==> config.mk <==
export PLATFORM = sky130hd
export DESIGN_NAME = enemy_ai_scheduler
export DESIGN_NICKNAME = d
export VERILOG_FILES = /design/src/rtl/enemy_ai_scheduler.sv
export SDC_FILE = /design/constraint.sdc
export NUM_CORES = 1
export LEC_CHECK = 0
export ABC_AREA = 1
export CELL_PAD_IN_SITES_DETAIL_PLACEMENT = 0
export CELL_PAD_IN_SITES_GLOBAL_PLACEMENT = 1
export CORE_ASPECT_RATIO = 1.5
export CORE_MARGIN = 3
export CORE_UTILIZATION = 42
export CTS_BUF_LIST = sky130_fd_sc_hd__clkbuf_4 sky130_fd_sc_hd__clkbuf_8 sky130_fd_sc_hd__clkbuf_16
export CTS_CLUSTER_SIZE = 8
export DETAILED_ROUTE_END_ITERATION = 16
export PLACE_DENSITY_LB_ADDON = 0.1
export SETUP_SLACK_MARGIN = 0.3
export SYNTH_ARGS = -nofsm -noshare
export SYNTH_HDL_FRONTEND = slang
export SYNTH_SLANG_ARGS = --single-unit
export TNS_END_PERCENT = 20
==> constraint.sdc <==
create_clock -name clk -period 6 [get_ports clk]
set_clock_uncertainty 0.1 [all_clocks]
set_input_delay 1.2 -clock clk [delete_from_list [all_inputs] [get_ports clk]]
set_output_delay 1.2 -clock clk [all_outputs]
set_load 0.01 [all_outputs]
==> src/rtl/enemy_ai_scheduler.sv <==
`default_nettype none
// ============================================================================
//  Module      : enemy_ai_scheduler
//  Description : Tick-paced enemy action FSM driven by player/enemy/bullet
//                positions and an 8-bit LFSR; all outputs registered.
//  Revision    : 1.0 - initial release
// ============================================================================
module enemy_ai_scheduler #(
    parameter int          TICK_DIV     = 64,
    parameter int          NEAR_DX      = 160,
    parameter int          FAR_DX       = 320,
    parameter int          DANGER_DX    = 96,
    parameter int          ATK_COOLDOWN = 256,
    parameter logic [7:0]  LFSR_SEED    = 8'hA5
) (
    input  logic               clk,
    input  logic               rst_n,
    input  logic               i_enable,
    input  logic signed [10:0] i_player_x,
    input  logic signed [10:0] i_enemy_x,
    input  logic signed [10:0] i_goodbullet_x,
    input  logic               i_goodbullet_isE,
    input  logic               i_badbullet_isE,
    output logic               o_right,
    output logic               o_left,
    output logic               o_jump,
    output logic               o_squat,
    output logic               o_defend,
    output logic               o_attack,
    output logic [2:0]         o_state
);

    localparam int              c_TICK_W  = $clog2(TICK_DIV);
    localparam int              c_CD_W    = $clog2(ATK_COOLDOWN + 1);
    localparam logic [10:0]     c_NEAR    = 11'(NEAR_DX);
    localparam logic [10:0]     c_FAR     = 11'(FAR_DX);
    localparam logic [10:0]     c_DANGER  = 11'(DANGER_DX);
    localparam logic [c_CD_W-1:0] c_CD_LOAD = c_CD_W'(ATK_COOLDOWN);

    typedef enum logic [2:0] {
        S_IDLE   = 3'd0,
        S_CHASE  = 3'd1,
        S_KEEP   = 3'd2,
        S_ATTACK = 3'd3,
        S_DEFEND = 3'd4,
        S_EVADE  = 3'd5
    } state_t;

    state_t              r_state;
    state_t              w_state_nxt;
    logic [c_TICK_W-1:0] r_tick;
    logic [c_CD_W-1:0]   r_cooldown;
    logic [7:0]          r_lfsr;
    logic                r_evade_jump;

    logic                r_right, r_left, r_jump, r_squat, r_defend, r_attack;
    logic                w_right, w_left, w_jump, w_squat, w_defend, w_attack;

    logic signed [11:0]  w_dx, w_bx;
    logic [10:0]         w_adx, w_abx;
    logic                w_decide, w_danger, w_load_cd, w_lfsr_fb;

    // Sign-extend to 12 bits so the difference of two 11-bit values cannot overflow
    assign w_dx  = {i_player_x[10], i_player_x} - {i_enemy_x[10], i_enemy_x};
    assign w_bx  = {i_goodbullet_x[10], i_goodbullet_x} - {i_enemy_x[10], i_enemy_x};
    assign w_adx = w_dx[11] ? (~w_dx[10:0] + 11'd1) : w_dx[10:0];
    assign w_abx = w_bx[11] ? (~w_bx[10:0] + 11'd1) : w_bx[10:0];

    // TICK_DIV is a power of two, so the terminal count is all ones
    assign w_decide  = i_enable && (&r_tick);
    assign w_danger  = i_goodbullet_isE && (w_abx < c_DANGER);
    assign w_lfsr_fb = r_lfsr[7] ^ r_lfsr[5] ^ r_lfsr[4] ^ r_lfsr[3];
    assign w_load_cd = w_attack;

    always_comb begin
        w_state_nxt = r_state;
        if (!i_enable) begin
            w_state_nxt = S_IDLE;
        end else if (w_decide) begin
            if (w_danger)                w_state_nxt = r_lfsr[0] ? S_DEFEND : S_EVADE;
            else if (w_adx > c_FAR)      w_state_nxt = S_CHASE;
            else if (w_adx < c_NEAR)     w_state_nxt = S_KEEP;
            else if (r_cooldown == '0)   w_state_nxt = S_ATTACK;
            else                         w_state_nxt = S_CHASE;
        end else begin
            case (r_state)
                S_IDLE, S_CHASE, S_KEEP, S_ATTACK, S_DEFEND, S_EVADE: w_state_nxt = r_state;
                default:                                              w_state_nxt = S_IDLE;
            endcase
        end
    end

    // Outputs are a function of the state being entered, registered alongside it
    always_comb begin
        w_right  = 1'b0;
        w_left   = 1'b0;
        w_jump   = 1'b0;
        w_squat  = 1'b0;
        w_defend = 1'b0;
        w_attack = 1'b0;
        case (w_state_nxt)
            S_CHASE: begin
                w_right = !w_dx[11] && (w_dx != 12'sd0);
                w_left  = w_dx[11];
            end
            S_KEEP: begin
                w_right = w_dx[11];
                w_left  = !w_dx[11];
            end
            S_ATTACK: w_attack = w_decide && !i_badbullet_isE;
            S_DEFEND: w_defend = 1'b1;
            S_EVADE: begin
                if (w_decide) begin
                    w_jump  = r_lfsr[1];
                    w_squat = !r_lfsr[1];
                end else begin
                    w_squat = !r_evade_jump;
                end
            end
            default: ;
        endcase
    end

    always_ff @(posedge clk or negedge rst_n) begin
        if (!rst_n) begin
            r_state      <= S_IDLE;
            r_tick       <= '0;
            r_cooldown   <= '0;
            r_lfsr       <= LFSR_SEED;
            r_evade_jump <= 1'b0;
            r_right      <= 1'b0;
            r_left       <= 1'b0;
            r_jump       <= 1'b0;
            r_squat      <= 1'b0;
            r_defend     <= 1'b0;
            r_attack     <= 1'b0;
        end else begin
            r_state  <= w_state_nxt;
            r_right  <= w_right;
            r_left   <= w_left;
            r_jump   <= w_jump;
            r_squat  <= w_squat;
            r_defend <= w_defend;
            r_attack <= w_attack;
            if (!i_enable) begin
                r_tick     <= '0;
                r_cooldown <= '0;
            end else begin
                r_tick <= r_tick + c_TICK_W'(1);
                if (w_load_cd)
                    r_cooldown <= c_CD_LOAD;
                else if (r_cooldown != '0)
                    r_cooldown <= r_cooldown - c_CD_W'(1);
            end
            if (w_decide) begin
                r_lfsr       <= {r_lfsr[6:0], w_lfsr_fb};
                r_evade_jump <= r_lfsr[1];
            end
        end
    end

    assign o_right  = r_right;
    assign o_left   = r_left;
    assign o_jump   = r_jump;
    assign o_squat  = r_squat;
    assign o_defend = r_defend;
    assign o_attack = r_attack;
    assign o_state  = r_state;

endmodule
`default_nettype wire

==> results of run 1 <==
==> synth_stat cells (all sizes together) <==
cell / count
nor3: 3
and2: 1
nand3b: 1
nand2: 200
o21ai: 18
xnor2: 3
dfstp: 4
o21a: 1
a21oi: 13
o21bai: 3
clkinv: 1
fa: 2
xor2: 9
buf: 4
nand4: 14
and3: 1
nor2: 61
nor4: 2
nand3: 55
ha: 25
or3: 1
inv: 94
clkbuf: 1
a21boi: 2
dfrtp: 29
a31oi: 2
==> state kept, by name (all words and copies together), names as in the netlist <==
name / flops
r_cooldown: 9
r_lfsr: 8
r_tick: 6
o_state: 3
o_attack: 1
o_defend: 1
o_jump: 1
o_left: 1
o_right: 1
o_squat: 1
r_evade_jump: 1
==> path summary, 6_finish.rpt <==
path,startpoint,to,cells past startpoint
min,r_tick[0]$_DFF_PN0_,r_tick[0]$_DFF_PN0_,1
max in group asynchronous,rst_n,r_lfsr[5]$_DFFE_PN1P_,2
min reg2reg,r_tick[0]$_DFF_PN0_,r_tick[0]$_DFF_PN0_,1
min in group asynchronous,rst_n,r_cooldown[3]$_DFFE_PN0P_,2
max,i_player_x[0],r_cooldown[5]$_DFFE_PN0P_,23
max reg2reg,r_tick[0]$_DFF_PN0_,r_cooldown[5]$_DFFE_PN0P_,14
==> layout make-up <==
| class | count | area (µm²) |
|---|---|---|
| clock buffer | 6 | 133 |
| clock inverter | 2 | 10.0 |
| fill | 837 | 3650 |
| inverter | 95 | 357 |
| multi-input combinational | 417 | 2230 |
| sequential | 33 | 831 |
| tap | 102 | 128 |
| timing repair buffer | 47 | 468 |
==> metrics by stage <==
| stage | total power [W] | cell area, µm² | std cells | setup slack [ns] |
|---|---|---|---|---|
| after global routing | 0.00102 | 4160 | 702 | 1.34 |
| after global placement | 0.000686 | 4010 | 694 | 1.49 |
| after CTS | 0.000941 | 4160 | 702 | 1.67 |
| after floorplan | 0.000593 | 3450 | 550 | 2.16 |
| after detailed placement | 0.000694 | 4010 | 694 | 1.40 |
| final | 0.000929 | 4160 | 702 | 1.68 |
==> layer usage <==
metal / share of wire (%) / GRT usage (%) / up-vias / wire (µm)
li1: - / - / 1821 / -
met1: 43 / 21.1 / 1434 / 3480
met2: 51 / 35.5 / 74 / 4170
met3: 3.6 / 2.14 / 10 / 296
met4: 2.1 / 6.54 / 0 / 171
met5: 0 / 0 / - / 0
==> power by group <==
| part | internal (W) | switching, W | total [W] |
|---|---|---|---|
| Clock | 0.000156 | 0.0000866 | 0.000243 |
| Combinational | 0.000165 | 0.000261 | 0.000426 |
| Sequential | 0.000245 | 0.0000158 | 0.000260 |
| Total | 0.000566 | 0.000363 | 0.000929 |
==> kinds of logic (layout without fill, tap and decap cells) <==
group / after synthesis / in the layout
xor+xnor: 12 / 12
flops: 33 / 33
compound gates: 39 / 39
buf+inv: 100 / 150
fa+ha+maj: 27 / 27
simple gates: 339 / 339
==> reports/qor.log, run 1 <==
[clock_network] Clock Latency Late Sink 0.28 ns
[clock_network] Setup Buffers After CTS 0
[synthesis] Synth Area in Adders 10.2%
[finish] share of layout cells above drive strength 1 10.3%
[synthesis] Simple-Gate Fraction of Synth Area 44.5%
[finish] Post-Route Utilization 53.2%
[synthesis] synthesized instance count 550
[synthesis] top post-synthesis cells by area sky130_fd_sc_hd__dfrtp_1 21%, sky130_fd_sc_hd__nand2_1 20%, sky130_fd_sc_hd__inv_1 9.7%
[synthesis] mux cell area share after synthesis 0%
[placement] HPWL Detailed 6.91 mm
[synthesis] Synth top area share 21.1%
[placement] GPL Wtd Cong 0.840
[drt] DR vias/cell 4.76
[clock_network] CTS clock-pin slew for the worst setup and hold paths 0.05 ns
[outcome] result of the run finished, final reports clean
[timing] Setup violations, final 0
[synthesis] total of flip-flops plus latches after synthesis 33
[drt] average routed wire per standard cell 11.6 µm
[drt] WL final 8.12 mm
[synthesis] dominant combinational cell family by area after synthesis simple AND/OR/NAND/NOR gates
[finish] Area growth, synth to finish 20.5%
[global_routing] antenna violations before repair 0
[clock_network] TritonCTS clock tree done
[clock_network] CTS resizes 0
[global_routing] residual overflow from global routing 0
[setup_path] cell family with most CP delay simple AND/OR/NAND/NOR gates
[clock_network] number of buffers added by the clock tree synthesis step 5
[drt] # DRC 0
[setup_path] master of the slowest instance on the critical path sky130_fd_sc_hd__fa_1
[clock_network] # clock sinks 33
[setup_path] nature of the critical path endpoint flip-flop
[power] worst ir drop on vdd 184 µV
[setup_path] Max FO, Critical Path 8
[finish] number of antenna repair diodes 0
[die] number of primary I/O pins 47
[synthesis] net count after synthesis 615
[finish] highest-count cells in the layout ignoring fill and taps 188 x sky130_fd_sc_hd__nand2_1, 89 x sky130_fd_sc_hd__inv_1, 49 x sky130_fd_sc_hd__nand3_1
[synthesis] number of distinct library cells after synthesis 38
[power] leakage power 2.27 nW
[drt] number of violations reported at the end of detailed-routing iteration 0 83
[drt] number of routed nets with antenna violations 0
[run] count of max-cap constraint violations 0
[finish] most common library cell in the layout ignoring fill and taps sky130_fd_sc_hd__nand2_1
[synthesis] leading area contributor after synthesis sky130_fd_sc_hd__dfrtp_1
[global_routing] Tot GR Track Use 18.6%
[setup_path] Worst Path Required 6.06 ns
[die] die width 80.0 µm
[die] area of the core 0.00781 mm²
[synthesis] post-synthesis share of cell area spent on xor and xnor gates 3.05%
[timing] shortest clock period the worst path allows after layout 4.32 ns
[setup_path] Slowest Stage Delay on Critical Path 0.47 ns
[clock_network] Clock Tree Root sky130_fd_sc_hd__clkbuf_16
[timing] Rel. slew slack 63.3%
[die] die outline area 0.00935 mm²
[drt] via count of the routed design 3339
[timing] fmax 0.232 GHz
[clock_network] Clock Tree Buf Depth 2
[die] Vert. Die Dim 117 µm
[setup_path] setup slack, reg-to-reg 3.07 ns
[synthesis] Synth Area in Compound Gates 6.93%
[timing] smallest hold slack 0.364 ns
[timing] Max Transition Viols Final 0
[hold_path] type of the most critical hold path flip-flop to flip-flop
[placement] IO Port Bufs 46
[setup_path] worst path buffer plus inverter count 4
[finish] net count of the finished layout 664
[timing] final-layout setup total negative slack 0 ns
[synthesis] share of synthesized area occupied by flip-flops and latches 24.1%
[timing] Worst-Margin Slew 0.549 ns
[synthesis] average cell area after synthesis 6.27 µm²
[setup_path] cell-by-cell trace of the critical path clkdlybuf4s50_1 -> inv_1 -> ha_1 -> inv_1 -> fa_1 -> inv_1 -> ha_1 -> a21boi_2 -> nand3_1 -> nor2_1 -> nand2_1 -> nor2_2 -> nand2_1 -> nand2_1 -> nand2_1 -> nand2_1 -> nand3_1 -> nor2_2 -> o21ai_2 -> o21bai_4 -> nand2_4 -> nand2_8 -> nor2_2
[global_routing] first-pass GRT wire length 14.1 mm
[global_routing] largest net degree at the start of global routing 34
[setup_path] cell seen most often among critical-path stages sky130_fd_sc_hd__nand2_1
[setup_path] Worst Path Arrival 4.38 ns
[timing] setup repair after global routing missed its margin no
[timing] Final period util 71.9%
[synthesis] Syn. warnings 0
[timing] Hold Violations, Final 0
[clock_network] Hold Buf Count CTS 0
[power] Cell Pwr Density 224 mW/mm²
[clock_network] H-tree level count 2
[setup_path] Worst setup SP type input pin
[die] starting density of the core 44.2%
[die] number of placement rows 39
[drt] Initial DRT Pass Iterations 4
[synthesis] post-synthesis instance area 0.00345 mm²
[global_routing] number of global-route vias before repair 3313
[setup_path] Crit Path Class input pin to flip-flop
Note: power is estimated with default switching activity, not from simulation.
==> run 2: changes to the inputs <==
--- a/config.mk
+++ b/config.mk
@@ -10,7 +10,7 @@
 export CELL_PAD_IN_SITES_GLOBAL_PLACEMENT = 1
 export CORE_ASPECT_RATIO = 1.5
 export CORE_MARGIN = 3
-export CORE_UTILIZATION = 42
+export CORE_UTILIZATION = 35
 export CTS_BUF_LIST = sky130_fd_sc_hd__clkbuf_4 sky130_fd_sc_hd__clkbuf_8 sky130_fd_sc_hd__clkbuf_16
 export CTS_CLUSTER_SIZE = 8
 export DETAILED_ROUTE_END_ITERATION = 16
==> constraint.sdc (replaced) <==
create_clock -name clk -period 3.7 [get_ports clk]
set_clock_uncertainty 0.1 [all_clocks]
set_input_delay 0.74 -clock clk [delete_from_list [all_inputs] [get_ports clk]]
set_output_delay 0.74 -clock clk [all_outputs]
set_load 0.01 [all_outputs]
==> run 2 against run 1 <==
Cell count is 11% higher; utilization is 1.8 points higher; critical endpoint unchanged; register-to-register slack worse by 1.9 ns; combinational power is 120% higher; global-route usage is 1.5 points lower; routed wire length is 15% higher; non-clock buffer count is 70 higher; total power is 87% higher; worst hold slack worse by 0.0064 ns; setup slack worse by 1.4 ns.
==> reports/qor.log, run 2 (same netlist as run 1, synthesis figures left out) <==
[outcome] result of the run finished, final reports clean
[finish] net count of the finished layout 734 [+11%]
[timing] shortest clock period the worst path allows after layout 3.41 ns
[global_routing] number of global-route vias before repair 3528 [+6.5%]
[timing] fmax 0.293 GHz
[clock_network] # clock sinks 33 [unchanged]
[finish] number of flip-flops under the largest register name 9 [unchanged]
[placement] IO Port Bufs 46 [unchanged]
[die] Vert. Die Dim 128 µm [+9.1%]
[global_routing] antenna violations before repair 0 [unchanged]
[die] number of primary I/O pins 47 [unchanged]
[die] number of placement rows 43 [+10%]
[finish] number of antenna repair diodes 0 [unchanged]
[clock_network] CTS clock-pin slew for the worst setup and hold paths 0.05 ns [about the same]
[finish] Area growth, synth to finish 50.2%
[drt] # DRC 0 [unchanged]
[timing] Setup violations, final 0 [unchanged]
[power] leakage power 2.67 nW [+18%]
[finish] register with the most flip-flops r_cooldown
[run] count of max-cap constraint violations 0 [unchanged]
[setup_path] Worst Path Required 3.76 ns [-2.30 ns]
[finish] registers with the highest flip-flop counts r_cooldown x9, r_lfsr x8, r_tick x6
[global_routing] first-pass GRT wire length 15.5 mm [+10%]
[drt] number of violations reported at the end of detailed-routing iteration 0 102 [+23%]
[timing] Hold Violations, Final 0 [unchanged]
[placement] HPWL Detailed 7.41 mm [+7.2%]
[timing] Max Transition Viols Final 0 [unchanged]
[clock_network] number of buffers added by the clock tree synthesis step 5 [unchanged]
[hold_path] Worst Hold Path Cells 1 [unchanged]
[timing] setup repair after global routing missed its margin yes
[global_routing] residual overflow from global routing 0 [unchanged]
[power] worst ir drop on vdd 446 µV [+140%]
[finish] Post-Route Utilization 55.0% [+1.8 points]
[setup_path] Max FO, Critical Path 8 [unchanged]
[setup_path] Worst setup SP type input pin
[clock_network] Clock Tree Buf Depth 2 [unchanged]
[clock_network] H-tree level count 2 [unchanged]
[drt] Initial DRT Pass Iterations 4 [unchanged]
[die] area of the core 0.00942 mm² [+21%]
[finish] highest-count cells in the layout ignoring fill and taps 149 x sky130_fd_sc_hd__nand2_1, 77 x sky130_fd_sc_hd__inv_1, 68 x sky130_fd_sc_hd__buf_4
[finish] share of layout cells above drive strength 1 33.4% [+23 points]
[setup_path] Worst Path Arrival 3.47 ns [-0.91 ns]
[die] die outline area 0.0111 mm² [+19%]
[drt] DR vias/cell 4.72 [-0.71%]
[timing] Worst-Margin Slew 0.438 ns [-0.111 ns]
[placement] total cell area at the placement stage 0.00437 mm² [+8.9%]
[drt] via count of the routed design 3693 [+11%]
[clock_network] Hold Buf Count CTS 0 [unchanged]
[setup_path] FF-to-FF path depth 13 [-1]
[power] Cell Pwr Density 335 mW/mm² [+50%]
[finish] most common library cell in the layout ignoring fill and taps sky130_fd_sc_hd__nand2_1
[clock_network] Clock Latency Late Sink 0.28 ns [about the same]
[timing] Rel. slew slack 70.6% [+7.2 points]
[timing] smallest hold slack 0.358 ns [-0.00635 ns]
[drt] average routed wire per standard cell 11.9 µm [+3.1%]
[drt] number of routed nets with antenna violations 0 [unchanged]
[drt] WL final 9.33 mm [+15%]
[global_routing] Tot GR Track Use 17.1% [-1.5 points]
[finish] post-layout instance area 0.00518 mm² [+25%]
[placement] GPL Wtd Cong 0.793 [-5.6%]
[global_routing] largest net degree at the start of global routing 34 [unchanged]
[setup_path] nature of the critical path endpoint flip-flop
[clock_network] TritonCTS clock tree done
[clock_network] Clock Tree Root sky130_fd_sc_hd__clkbuf_16
[setup_path] Crit Path Class input pin to flip-flop
[die] die width 87.0 µm [+8.8%]
[timing] Final period util 92.2%
[hold_path] type of the most critical hold path flip-flop to flip-flop
[die] starting density of the core 36.6% [-7.5 points]
[run 2: routing by layer]
| layer | part of all wire (%) | GRT usage [%] |
|---|---|---|
| met5 | 0 | 0 |
| met1 | 41 | 19.6 |
| met4 | 1.2 | 4.86 |
| met3 | 3.2 | 1.35 |
| met2 | 54 | 32.8 |
[run 2: power by group]
part / leakage (nW) / total [W] / switching, W / internal, W
sequential: 0.432 / 0.000422 / 0.0000261 / 0.000396
clock: 0.0696 / 0.000397 / 0.000151 / 0.000246
combinational: 2.17 / 0.000917 / 0.000514 / 0.000404
[run 2: worst paths after layout]
kind,start,end,slack (ns)
max in group asynchronous,rst_n,r_lfsr[7]$_DFFE_PN1P_,2.40
min reg2reg,r_tick[0]$_DFF_PN0_,r_tick[0]$_DFF_PN0_,0.36
max reg2reg,r_cooldown[0]$_DFFE_PN0P_,r_cooldown[7]$_DFFE_PN0P_,1.18
min,r_tick[0]$_DFF_PN0_,r_tick[0]$_DFF_PN0_,0.36
max,i_player_x[0],r_cooldown[5]$_DFFE_PN0P_,0.29
min in group asynchronous,rst_n,r_tick[4]$_DFF_PN0_,0.76
[run 2: stage by stage]
stage | total power [W] | setup slack (ns) | cells | TNS [ns]
final | 0.00174 | 0.288 | 782 | 0
after global routing | 0.00188 | 0.123 | 782 | 0
after CTS | 0.00165 | 0.190 | 772 | 0
after detailed placement | 0.00119 | -0.454 | 750 | -6.68
after global placement | 0.00118 | -0.395 | 750 | -5.64
after floorplan | 0.000962 | 0.316 | 550 | 0
[run 2: critical path, cell delays in order]
cell and delay, ns:
sky130_fd_sc_hd__buf_6 0.07, sky130_fd_sc_hd__inv_4 0.03, sky130_fd_sc_hd__ha_4 0.14, sky130_fd_sc_hd__inv_2 0.06, sky130_fd_sc_hd__fa_2 0.46, sky130_fd_sc_hd__inv_2 0.11, sky130_fd_sc_hd__ha_4 0.14, sky130_fd_sc_hd__a21boi_4 0.18
sky130_fd_sc_hd__nand3_2 0.11, sky130_fd_sc_hd__buf_6 0.13, sky130_fd_sc_hd__buf_6 0.10, sky130_fd_sc_hd__xor2_1 0.11, sky130_fd_sc_hd__nand2_1 0.06, sky130_fd_sc_hd__nand2_1 0.07, sky130_fd_sc_hd__nand3_2 0.08, sky130_fd_sc_hd__o21ai_2 0.14
sky130_fd_sc_hd__nand2_1 0.07, sky130_fd_sc_hd__nand2_1 0.08, sky130_fd_sc_hd__nand3_2 0.11, sky130_fd_sc_hd__o21bai_4 0.20, sky130_fd_sc_hd__nand2_4 0.10, sky130_fd_sc_hd__nand2_8 0.12, sky130_fd_sc_hd__nor2_4 0.04
[run 2: layout make-up]
| type | count | area, µm² |
|---|---|---|
| clock inverter | 3 | 17.5 |
| timing repair buffer | 117 | 1020 |
| inverter | 95 | 362 |
| tap | 112 | 140 |
| sequential | 33 | 831 |
| multi-input combinational | 417 | 2690 |
| clock buffer | 5 | 125 |
| fill | 952 | 4240 |
[run 2: repair_timing]
action,4_1_cts,5_1_grt
resized for setup,49,89
setup endpoints to repair,18,18
pin swaps,29,58
endpoints found under the hold margin,0,0
setup buffers,14,10
==> run 3: changes to the inputs <==
--- a/config.mk
+++ b/config.mk
@@ -14,9 +14,9 @@
 export CTS_BUF_LIST = sky130_fd_sc_hd__clkbuf_4 sky130_fd_sc_hd__clkbuf_8 sky130_fd_sc_hd__clkbuf_16
 export CTS_CLUSTER_SIZE = 8
 export DETAILED_ROUTE_END_ITERATION = 16
+export HOLD_SLACK_MARGIN = 0.02
 export PLACE_DENSITY_LB_ADDON = 0.1
 export SETUP_SLACK_MARGIN = 0.3
 export SYNTH_ARGS = -nofsm -noshare
 export SYNTH_HDL_FRONTEND = slang
 export SYNTH_SLANG_ARGS = --single-unit
-export TNS_END_PERCENT = 20
==> constraint.sdc (replaced) <==
create_clock -name clk -period 2.9 [get_ports clk]
set_clock_uncertainty 0.1 [all_clocks]
set_input_delay 0.58 -clock clk [delete_from_list [all_inputs] [get_ports clk]]
set_output_delay 0.58 -clock clk [all_outputs]
set_load 0.01 [all_outputs]
==> run 3 against run 2 <==
Combinational power is 40% higher; sequential share of layout area is 0.83 points lower; sequential power is 27% higher; the flow now finishes with violations (negative setup slack); global-route usage hardly changed; first-iteration DRC count is 8.8% lower; via count is 3.0% higher; highest routed layer unchanged.
==> reports/qor.log, run 3 (same netlist as run 1, synthesis figures left out) <==
[outcome] result of the run complete, but fails checks
[outcome] violations in the final reports negative setup slack
[drt] number of routed nets with antenna violations 0 [unchanged]
[power] leakage power 2.81 nW [+5.5%]
[clock_network] Clock Latency Late Sink 0.27 ns [about the same]
[timing] Hold Violations, Final 0 [unchanged]
[placement] IO Port Bufs 46 [unchanged]
[die] die outline area 0.0111 mm² [unchanged]
[setup_path] cell family with most CP delay buffers and inverters
[clock_network] H-tree level count 2 [unchanged]
[finish] most common library cell in the layout ignoring fill and taps sky130_fd_sc_hd__nand2_1
[power] Cell Pwr Density 428 mW/mm² [+28%]
[setup_path] worst path buffer plus inverter count 12 [+6]
[die] die width 87.0 µm [unchanged]
[clock_network] CTS clock-pin slew for the worst setup and hold paths 0.05 ns [about the same]
[hold_path] type of the most critical hold path flip-flop to flip-flop
[timing] shortest clock period the worst path allows after layout 3.27 ns
[finish] highest-count cells in the layout ignoring fill and taps 147 x sky130_fd_sc_hd__nand2_1, 80 x sky130_fd_sc_hd__buf_4, 71 x sky130_fd_sc_hd__inv_1
[timing] Max Transition Viols Final 0 [unchanged]
[finish] number of flip-flops under the largest register name 9 [unchanged]
[finish] share of layout cells above drive strength 1 37.3% [+3.8 points]
[timing] final-layout setup total negative slack -5.06 ns [-5.06 ns]
[setup_path] nature of the critical path endpoint flip-flop
[clock_network] Clock Tree Root sky130_fd_sc_hd__clkbuf_16
[clock_network] number of buffers added by the clock tree synthesis step 5 [unchanged]
[timing] fmax 0.306 GHz
[setup_path] Max FO, Critical Path 8 [unchanged]
[setup_path] Slowest Stage Delay on Critical Path 0.53 ns [+0.07 ns]
[global_routing] number of global-route vias before repair 3616 [+2.5%]
[timing] Final period util 113%
[drt] Initial DRT Pass Iterations 4 [unchanged]
[drt] via count of the routed design 3802 [+3.0%]
[drt] DR vias/cell 4.76 [+0.76%]
[global_routing] residual overflow from global routing 0 [unchanged]
[timing] setup repair after global routing missed its margin yes
[finish] Area growth, synth to finish 58.4%
[placement] HPWL Detailed 7.68 mm [+3.7%]
[setup_path] cell seen most often among critical-path stages sky130_fd_sc_hd__buf_4
[die] number of primary I/O pins 47 [unchanged]
[timing] worst-case setup margin in the final layout -0.372 ns [-0.661 ns]
[drt] average routed wire per standard cell 12.1 µm [+1.5%]
[finish] net count of the finished layout 751 [+2.3%]
[finish] registers with the highest flip-flop counts r_cooldown x9, r_lfsr x8, r_tick x6
[drt] WL final 9.67 mm [+3.7%]
[clock_network] TritonCTS clock tree done
[clock_network] Clock Tree Buf Depth 2 [unchanged]
[global_routing] antenna violations before repair 0 [unchanged]
[finish] register with the most flip-flops r_cooldown
[setup_path] Worst Path Arrival 3.38 ns [-0.09 ns]
[drt] number of violations reported at the end of detailed-routing iteration 0 93 [-8.8%]
[setup_path] Worst setup SP type input pin
[run] count of max-cap constraint violations 0 [unchanged]
[die] starting density of the core 36.6% [unchanged]
[setup_path] Crit Path Class input pin to flip-flop
[placement] total cell area at the placement stage 0.00453 mm² [+3.5%]
[global_routing] Tot GR Track Use 17.1% [about the same]
[die] number of placement rows 43 [unchanged]
[die] area of the core 0.00942 mm² [unchanged]
[clock_network] # clock sinks 33 [unchanged]
[timing] Setup violations, final 18 [+18]
[placement] GPL Wtd Cong 0.756 [-4.7%]
[global_routing] largest net degree at the start of global routing 34 [unchanged]
[timing] Rel. slew slack 56.8% [-14 points]
[power] worst ir drop on vdd 615 µV [+38%]
[global_routing] first-pass GRT wire length 15.7 mm [+1.1%]
[drt] # DRC 0 [unchanged]
[clock_network] Hold Buf Count CTS 0 [unchanged]
[finish] post-layout instance area 0.00546 mm² [+5.4%]
[timing] Worst-Margin Slew 0.642 ns [+0.204 ns]
[setup_path] master of the slowest instance on the critical path sky130_fd_sc_hd__fa_1
[setup_path] Worst Path Required 3.01 ns [-0.75 ns]
[finish] number of antenna repair diodes 0 [unchanged]
[die] Vert. Die Dim 128 µm [unchanged]
-- run 3: worst reg2reg max path: stages, from the launching register on --
cell                      delay, ns
sky130_fd_sc_hd__dfrtp_1       0.38
sky130_fd_sc_hd__ha_1          0.19
sky130_fd_sc_hd__nand2_1       0.07
sky130_fd_sc_hd__nor2_1        0.12
sky130_fd_sc_hd__inv_1         0.05
sky130_fd_sc_hd__nor2_1        0.12
sky130_fd_sc_hd__nand3_1       0.12
sky130_fd_sc_hd__inv_1         0.24
sky130_fd_sc_hd__o21ai_0       0.12
sky130_fd_sc_hd__a31oi_1       0.28
sky130_fd_sc_hd__nand3_4       0.15
sky130_fd_sc_hd__nor2_4        0.12
sky130_fd_sc_hd__nand2_4       0.08
sky130_fd_sc_hd__nand2_8       0.13
sky130_fd_sc_hd__nor2_4        0.05
-- run 3: where the power goes --
group / internal (W) / switching (W)
registers: 0.000506 / 0.0000320
logic: 0.000561 / 0.000714
clock network: 0.000347 / 0.000178
total: 0.00141 / 0.000924
-- run 3: layer usage --
metal  up-vias  track usage [%]  routed length, µm
li1       1990                -                  -
met1      1745             19.2               3840
met2        58             33.2               5370
met3         9             1.42                303
met4         0             4.77                150
met5         -                0                  0
-- run 3: layout make-up --
cell class	instances	area, µm²
multi-input combinational	417	2810
tap	112	140
timing repair buffer	134	1160
sequential	33	831
inverter	95	377
fill	928	3960
clock buffer	8	148
-- run 3: per-stage QoR --
stage	util (%)	hold WS, ns	instances	setup WS, ns	power, W
4_1_cts	53.6	0.388	791	-0.334	0.00222
6_report	58.0	0.386	799	-0.372	0.00234
5_1_grt	58.0	0.401	799	-0.508	0.00251
2_1_floorplan	-	0.184	550	-0.284	0.00122
3_5_place_dp	48.1	0.374	766	-1.10	0.00157
3_3_place_gp	48.1	0.361	766	-0.997	0.00155
-- run 3: final timing paths --
check | from | slack [ns] | depth (start not counted) | end
hold reg to reg | r_tick[2]$_DFF_PN0_ | 0.39 | 1 | r_tick[2]$_DFF_PN0_
setup reg to reg | r_tick[0]$_DFF_PN0_ | 0.44 | 14 | r_cooldown[6]$_DFFE_PN0P_
max in group asynchronous | rst_n | 1.76 | 2 | r_lfsr[2]$_DFFE_PN1P_
hold / removal | r_tick[2]$_DFF_PN0_ | 0.39 | 1 | r_tick[2]$_DFF_PN0_
min in group asynchronous | rst_n | 0.61 | 2 | r_cooldown[3]$_DFFE_PN0P_
setup / recovery | i_player_x[0] | -0.37 | 25 | r_cooldown[6]$_DFFE_PN0P_
-- run 3: what timing repair did --
| item | CTS | global route |
|---|---|---|
| pin swaps | 46 | 79 |
| setup buffers | 17 | 8 |
| setup endpoints to repair | 18 | 18 |
| gates resized for setup | 79 | 93 |
| cloned | 0 | 0 |
